### src/rtl/nios_project_13_nios2_qsys_0_oci_dct_sequencer.sv
// ---------------------------------------------------------------------------
// nios_project_13_nios2_qsys_0_oci_dct_sequencer
//
// Purpose:
//   Sequences the OCI direct-branch compression trace (DCT) datapath.
//   - Packs 2-bit direct-branch codes into a 30-bit buffer (newest in [1:0])
//     and emits full or partial DCT frames {2'b01, count, buffer}.
//   - Interleaves indirect-branch records {2'b10, 2'b00, addr} with DCT
//     frames on one 36-bit trace-word output, keeping program order.
//   - Drains everything on test_ending and then raises test_has_ended.
//
// Ports:
//   clk, reset_n            rising-edge clock, asynchronous active-low reset
//   dct_valid/code/ready    direct-branch code input handshake
//   itrace_valid/addr/ready indirect-branch record input handshake
//   tw_valid/data/ready     36-bit trace-word output handshake
//   test_ending             request to stop accepting and drain (sticky)
//   dct_buffer, dct_count   current packed codes and how many are held
//   test_has_ended          sticky: drain complete
//
// Parameters:
//   DCT_DEPTH       max codes per DCT frame (1..15)
//   TIMEOUT_CYCLES  idle cycles before a forced partial flush
//
// Build option:
//   DCT_TIMEOUT_EN  when defined, a partially filled buffer that sits idle
//                   for TIMEOUT_CYCLES cycles is flushed as a partial frame.
//                   When undefined, partial frames only come from indirect
//                   records or from ending.
// ---------------------------------------------------------------------------
module nios_project_13_nios2_qsys_0_oci_dct_sequencer #(
    parameter int unsigned DCT_DEPTH      = 15,
    parameter int unsigned TIMEOUT_CYCLES = 64
) (
    input  logic        clk,
    input  logic        reset_n,
    input  logic        dct_valid,
    input  logic [1:0]  dct_code,
    output logic        dct_ready,
    input  logic        itrace_valid,
    input  logic [31:0] itrace_addr,
    output logic        itrace_ready,
    output logic        tw_valid,
    output logic [35:0] tw_data,
    input  logic        tw_ready,
    input  logic        test_ending,
    output logic [29:0] dct_buffer,
    output logic [3:0]  dct_count,
    output logic        test_has_ended
);

    localparam logic [3:0] DEPTH = 4'(DCT_DEPTH);

    // Elaboration-time guards on the parameter ranges the packing relies on.
    if (DCT_DEPTH < 1 || DCT_DEPTH > 15) begin : g_bad_depth
        $error("DCT_DEPTH must be in 1..15");
    end
    if (TIMEOUT_CYCLES < 1) begin : g_bad_timeout
        $error("TIMEOUT_CYCLES must be at least 1");
    end

    logic        ending;
    logic        ind_pending;
    logic [31:0] ind_addr;
    logic        ended_q;
    logic        slot_free;
    logic        buffer_full;
    logic        dct_load;
    logic        ind_load;
    logic        code_accept;
    logic        ind_accept;
    logic        timeout;
    logic        drained;

    // A frame may be loaded whenever the output register is empty or is being
    // consumed this cycle. DCT frames take priority over the pending indirect
    // record: any codes still buffered were captured before that record, so
    // they must go out first. The indirect record only loads once the buffer
    // is empty.
    assign slot_free   = !tw_valid || tw_ready;
    assign buffer_full = (dct_count == DEPTH);
    assign dct_load    = slot_free &&
                         (buffer_full ||
                          ((ind_pending || ending || timeout) && (dct_count != 4'd0)));
    assign ind_load    = slot_free && !dct_load && ind_pending && (dct_count == 4'd0);

    // A full buffer can still take a code in the cycle it is flushed, because
    // the new code lands in the emptied buffer. Codes stall behind a pending
    // indirect record so they cannot overtake it.
    assign dct_ready    = !ending && !ind_pending && ((dct_count < DEPTH) || dct_load);
    assign itrace_ready = !ending && !ind_pending;
    assign code_accept  = dct_valid && dct_ready;
    assign ind_accept   = itrace_valid && itrace_ready;

    // Drain is complete when nothing is held anywhere. The combinational term
    // lets test_has_ended rise in the very cycle this becomes true; the
    // register keeps it sticky afterwards.
    assign drained        = ending && (dct_count == 4'd0) && !ind_pending && !tw_valid;
    assign test_has_ended = ended_q || drained;

`ifdef DCT_TIMEOUT_EN
    localparam int unsigned       IDLE_W    = $clog2(TIMEOUT_CYCLES + 1);
    localparam logic [IDLE_W-1:0] IDLE_LAST = IDLE_W'(TIMEOUT_CYCLES - 1);

    logic [IDLE_W-1:0] idle_cnt;

    // Counts idle cycles of a non-empty buffer. The cycle in which the counter
    // sits at its last value is the TIMEOUT_CYCLES-th idle cycle, so the flush
    // loads on that cycle's closing edge. The counter saturates there so the
    // timeout stays asserted while the output is blocked.
    assign timeout = (dct_count != 4'd0) && (idle_cnt == IDLE_LAST);

    always_ff @(posedge clk or negedge reset_n) begin
        if (!reset_n) begin
            idle_cnt <= '0;
        end else if (code_accept || dct_load) begin
            idle_cnt <= '0;
        end else if ((dct_count != 4'd0) && (idle_cnt != IDLE_LAST)) begin
            idle_cnt <= idle_cnt + IDLE_W'(1);
        end
    end
`else
    assign timeout = 1'b0;
`endif

    // Code buffer and count. A flush and an accept in the same cycle leave
    // exactly the new code in the buffer.
    always_ff @(posedge clk or negedge reset_n) begin
        if (!reset_n) begin
            dct_buffer <= '0;
            dct_count  <= 4'd0;
        end else if (dct_load) begin
            dct_buffer <= code_accept ? {28'b0, dct_code} : 30'b0;
            dct_count  <= code_accept ? 4'd1 : 4'd0;
        end else if (code_accept) begin
            dct_buffer <= {dct_buffer[27:0], dct_code};
            dct_count  <= dct_count + 4'd1;
        end
    end

    // Single-entry holding register for the indirect-branch record. Accept and
    // load are mutually exclusive because accept requires !ind_pending.
    always_ff @(posedge clk or negedge reset_n) begin
        if (!reset_n) begin
            ind_pending <= 1'b0;
            ind_addr    <= '0;
        end else if (ind_accept) begin
            ind_pending <= 1'b1;
            ind_addr    <= itrace_addr;
        end else if (ind_load) begin
            ind_pending <= 1'b0;
        end
    end

    // Output trace-word register. tw_data only changes on a load, and a load
    // only happens when the slot is free, so the word holds steady while the
    // consumer stalls.
    always_ff @(posedge clk or negedge reset_n) begin
        if (!reset_n) begin
            tw_valid <= 1'b0;
            tw_data  <= '0;
        end else if (dct_load) begin
            tw_valid <= 1'b1;
            tw_data  <= {2'b01, dct_count, dct_buffer};
        end else if (ind_load) begin
            tw_valid <= 1'b1;
            tw_data  <= {2'b10, 2'b00, ind_addr};
        end else if (tw_ready) begin
            tw_valid <= 1'b0;
        end
    end

    // Sticky end-of-test state: ending blocks new input from the next cycle
    // on, ended_q remembers that the drain completed.
    always_ff @(posedge clk or negedge reset_n) begin
        if (!reset_n) begin
            ending  <= 1'b0;
            ended_q <= 1'b0;
        end else begin
            ending  <= ending || test_ending;
            ended_q <= ended_q || drained;
        end
    end

endmodule

### config.mk
export PLATFORM = sky130hd
export DESIGN_NAME = nios_project_13_nios2_qsys_0_oci_dct_sequencer
export DESIGN_NICKNAME = d
export VERILOG_FILES = /design/src/rtl/nios_project_13_nios2_qsys_0_oci_dct_sequencer.sv
export SDC_FILE = /design/constraint.sdc
export NUM_CORES = 1
export LEC_CHECK = 0
export CORE_MARGIN = 4
export CORE_UTILIZATION = 25
export CTS_BUF_LIST = sky130_fd_sc_hd__clkbuf_8
export CTS_CLUSTER_DIAMETER = 100
export DETAILED_ROUTE_END_ITERATION = 16
export SYNTH_ARGS = -nofsm -noshare
export SYNTH_HDL_FRONTEND = slang
export SYNTH_SLANG_ARGS = --single-unit
### constraint.sdc
create_clock -name clk -period 1.6 [get_ports clk]
set_input_delay 0.32 -clock clk [delete_from_list [all_inputs] [get_ports clk]]
set_output_delay 0.32 -clock clk [all_outputs]
set_load 0.05 [all_outputs]
==> summary.md <==
| Metric | Value |
|---|---|
| I/O pin count | `about 110` |
| Worst rel slew slack | `67.0%` |
| Syn Nets | `between 300 and 400` |
| Routed met2 length | `5740 um` |
| Min Clock Period, post-route | `1920 ps` |
| First-pass GRT wire length | `18600 um` |
| DR pass1 iterations | `4` |
| Run status | `finished, violations left` |
| Critical Path Fanout Max | `16` |
| Type of the worst setup path | `flop to flop` |
| Total Routing Usage GR | `between 10% and 20%` |
| Clk buf depth | `2` |
| Initial antenna violation count | `0` |
| Die X | `141 um` |
| Die Ht | `141 um` |
| Leak | `between 3 and 4 nW` |
| Syn. warnings | `0` |
| Flop pwr share | `about two fifths` |
| WL final | `11800 um` |
| Pwr Density | `roughly 1300 mW/mm2` |
| Fillcell total | `1602` |
| Final setup violating endpoints | `73` |
| Clock skew | `about 13 ps` |
| Most frequent cells after synthesis | `106 x dfrtp_1, 35 x and2_1, 34 x mux2_2` |
| Clock root buffer | `clkbuf_8` |
| Crit path capture type | `flop` |
| Final Cycle Share | `120%` |
| Post-synthesis cell type count | `35` |
| Post-DP Area | `0.00658 mm2` |
| Synth top area cells | `dfrtp_1 60%, mux2_2 8.6%, a221o_1 7.2%` |
| Worst path arrival time | `2230 ps` |
| Switching Fraction | `40.4%` |
| Nets | `521` |
| Via count | `3160` |
| Syn Std Cell Area | `roughly 0.0044 mm2` |
| P_sw | `approximately 3.6 mW` |
| FP Rows | `48` |
| Worst-path clk slew | `100 ps` |
| Mapped Avg Cell Area | `13.5 um2` |
| Clock sink count | `roughly 110` |
| Antenna Cells | `0` |
| Inserted Clock Buffers | `9` |
| Cells after Synth | `330` |
| Top-count cell post-synth | `dfrtp_1` |
| Layout cells sized above 1 | `around two fifths` |
| Critical Path Max Stage Delay | `between 300 and 400 ps` |
| Internal power | `approximately 5.3 mW` |
| Seq/Total Area, Yosys | `59.6%` |
| Maximum vdd ir drop | `0.000863 V` |
| Final setup margin | `-320 ps` |
| Final instance area | `0.00693 mm2` |
| Async set-reset flop share out of synthesis | `100%` |
| Final Util | `between 30% and 40%` |
| Initial core utilization | `between 20% and 30%` |
| Die Area | `approximately 0.020 mm2` |
| Hold Vio Cnt, Final | `0` |
| Crit path cell chain | `inv_2 > ha_4 > nor3b_4 > buf_4 > or3_4 > o21ai_4 > clkbuf_16 > a221o_1` |
| Core Region | `between 0.015 and 0.02 mm2` |
| Port bufs | `between 100 and 150` |
| Routability cong. | `0.794` |
| Multi-input gate area | `0.00182 mm2` |
| Grt ovf | `0` |
| Combinational power share | `between 40% and 50%` |
| Metal3 WL | `about 710 um` |
| Reg area | `between 0.002 and 0.003 mm2` |
| DRC | `0` |
| RSZ-0062 raised after global routing | `true` |
| Critical path required time | `between 1500 and 2000 ps` |
| Area share of the largest cell type after synthesis | `59.6%` |
| Highest Signal Layer | `met4` |
| Worst slew pin tran | `493 ps` |
| Vias in the first global route | `3280` |
| Area grow syn2layout | `55.8%` |
| DRT antenna net count | `0` |
| Setup crit start kind | `flop` |
| Largest net degree at the start of global routing | `58` |
| Worst hold-check path type | `primary input to async pin` |
| Number of enable flip-flop cells after synthesis | `0` |
| Most used DFF post-synth | `dfrtp_1` |
| Avg WL per Cell | `16.7 um` |
| Failing checks | `setup timing` |
| DR vias/cell | `4.47` |
| #FFs+latches synth | `106` |
| MaxCap Viol Count | `0` |
| Iter 0 DRT Violations | `130` |
| Skew-Pair Late Insertion Delay | `370 ps` |
| Met1 wire length | `5220 um` |
| Cell taking the most area after synthesis | `dfrtp_1` |
| Clk pwr share | `16.0%` |
| H-Tree Depth | `3` |
| TritonCTS clock tree | `done` |
| Reg2Reg Depth | `8` |
| DP HPWL | `about 8000 um` |
| Internal reg-to-reg setup slack | `-320 ps` |
| Slowest cell on the critical path | `dfrtp_2` |
| Pre-CTS setup slack | `-310 ps` |
| FMAX | `521 MHz` |
| Final Max Slew Viols | `0` |
==> power by group through the flow <==
| stage | clock [mW] | sequential [mW] | combinational [mW] |
|---|---|---|---|
| 3_5_place_dp | 0 | 3.55 | 3.82 |
| 3_3_place_gp | 0 | 3.55 | 3.77 |
| 6_report | 1.41 | 3.51 | 3.89 |
| 4_1_cts | 1.47 | 3.51 | 3.90 |
| 2_1_floorplan | 0 | 4.93 | 0.899 |
| 5_1_grt | 1.58 | 3.57 | 4.08 |
==> area by class of cell <==
class	instances	area share [%]
sequential	106	38.3
timing repair buffer	159	28.9
multi-input combinational	199	26.3
tap	225	4.06
clock buffer	9	1.79
clock inverter	5	0.379
inverter	4	0.217
==> path summary, 6_finish.rpt <==
check                                             end                startpoint
max in group asynchronous  dct_buffer[23]$_DFFE_PN0P_                   reset_n
min                           ind_addr[4]$_DFFE_PN0P_                   reset_n
min in group clk             ind_addr[11]$_DFFE_PN0P_  ind_addr[11]$_DFFE_PN0P_
max                           tw_data[21]$_DFFE_PN0P_  dct_count[1]$_DFFE_PN0P_
min reg2reg                  ind_addr[11]$_DFFE_PN0P_  ind_addr[11]$_DFFE_PN0P_
max reg2reg                   tw_data[21]$_DFFE_PN0P_  dct_count[1]$_DFFE_PN0P_
==> placed cells by master, fill, tap and decap left out, types with 2 or more instances in the layout <==
cell / instances
mux2_2: 3
buf_4: 63
clkbuf_8: 9
and2_1: 34
o21ai_0: 2
a21oi_1: 2
a221o_1: 32
buf_6: 2
dfrtp_2: 4
mux2_4: 31
ha_4: 2
inv_2: 3
mux2i_1: 29
a21o_1: 2
clkinv_2: 2
o21ai_4: 2
nor2b_1: 2
clkdlybuf4s50_1: 38
buf_12: 52
nand2_1: 5
inv_1: 3
nor2_1: 31
clkbuf_16: 2
dfrtp_1: 102
==> cell families (layout without fill, tap and decap cells) <==
| family | after synthesis | count (layout) | share of synthesized area [%] |
|---|---|---|---|
| flops | 106 | 106 | 59.6 |
| mux | 63 | 63 | 15.1 |
| buf+inv | 25 | 177 | 3.99 |
| compound gates | 46 | 46 | 9.70 |
| fa+ha+maj | 2 | 2 | 0.562 |
| simple gates | 88 | 88 | 11.0 |
==> metrics by stage <==
stage          power [mW]  hold WS (ps)  cells  TNS (ps)
2_1_floorplan        5.83          24.4    330    -19930
3_3_place_gp         7.33           127    682    -19970
3_5_place_dp         7.37           127    682    -19820
4_1_cts              8.88           263    705    -19930
5_1_grt              9.23           258    707    -25180
6_report             8.81           292    707    -19810
==> flip-flops by register name (all words and copies together), names as in the netlist <==
register / flops
dct_buffer: 30
ending: 1
tw_valid: 1
ind_addr: 32
ended_q: 1
tw_data: 36
dct_count: 4
ind_pending: 1
==> critical path: cells and delay by family (launching register included) <==
family | cells | cell delay (ps)
buffers and inverters | 3 | 470
DFF | 1 | 380
adders and majority gates | 1 | 140
AOI/OAI and AO/OA | 2 | 340
and+or+nand+nor | 2 | 520
==> timing repair <==
action	in CTS	in global routing
setup buffers	6	1
endpoints found under the setup margin	73	74
hold endpoints to repair	106	0
pin swaps	3	1
gates resized for setup	8	4
hold buffers	1	0
gates cloned	2	1
==> per-layer routing <==
layer  track usage (%)  up-vias
met3              3.51       10
met2              19.0       79
met1              15.3     1592
li1                  -     1479
met4              3.43        0
met5                 0        -
Note: power is estimated with default switching activity, not from simulation.
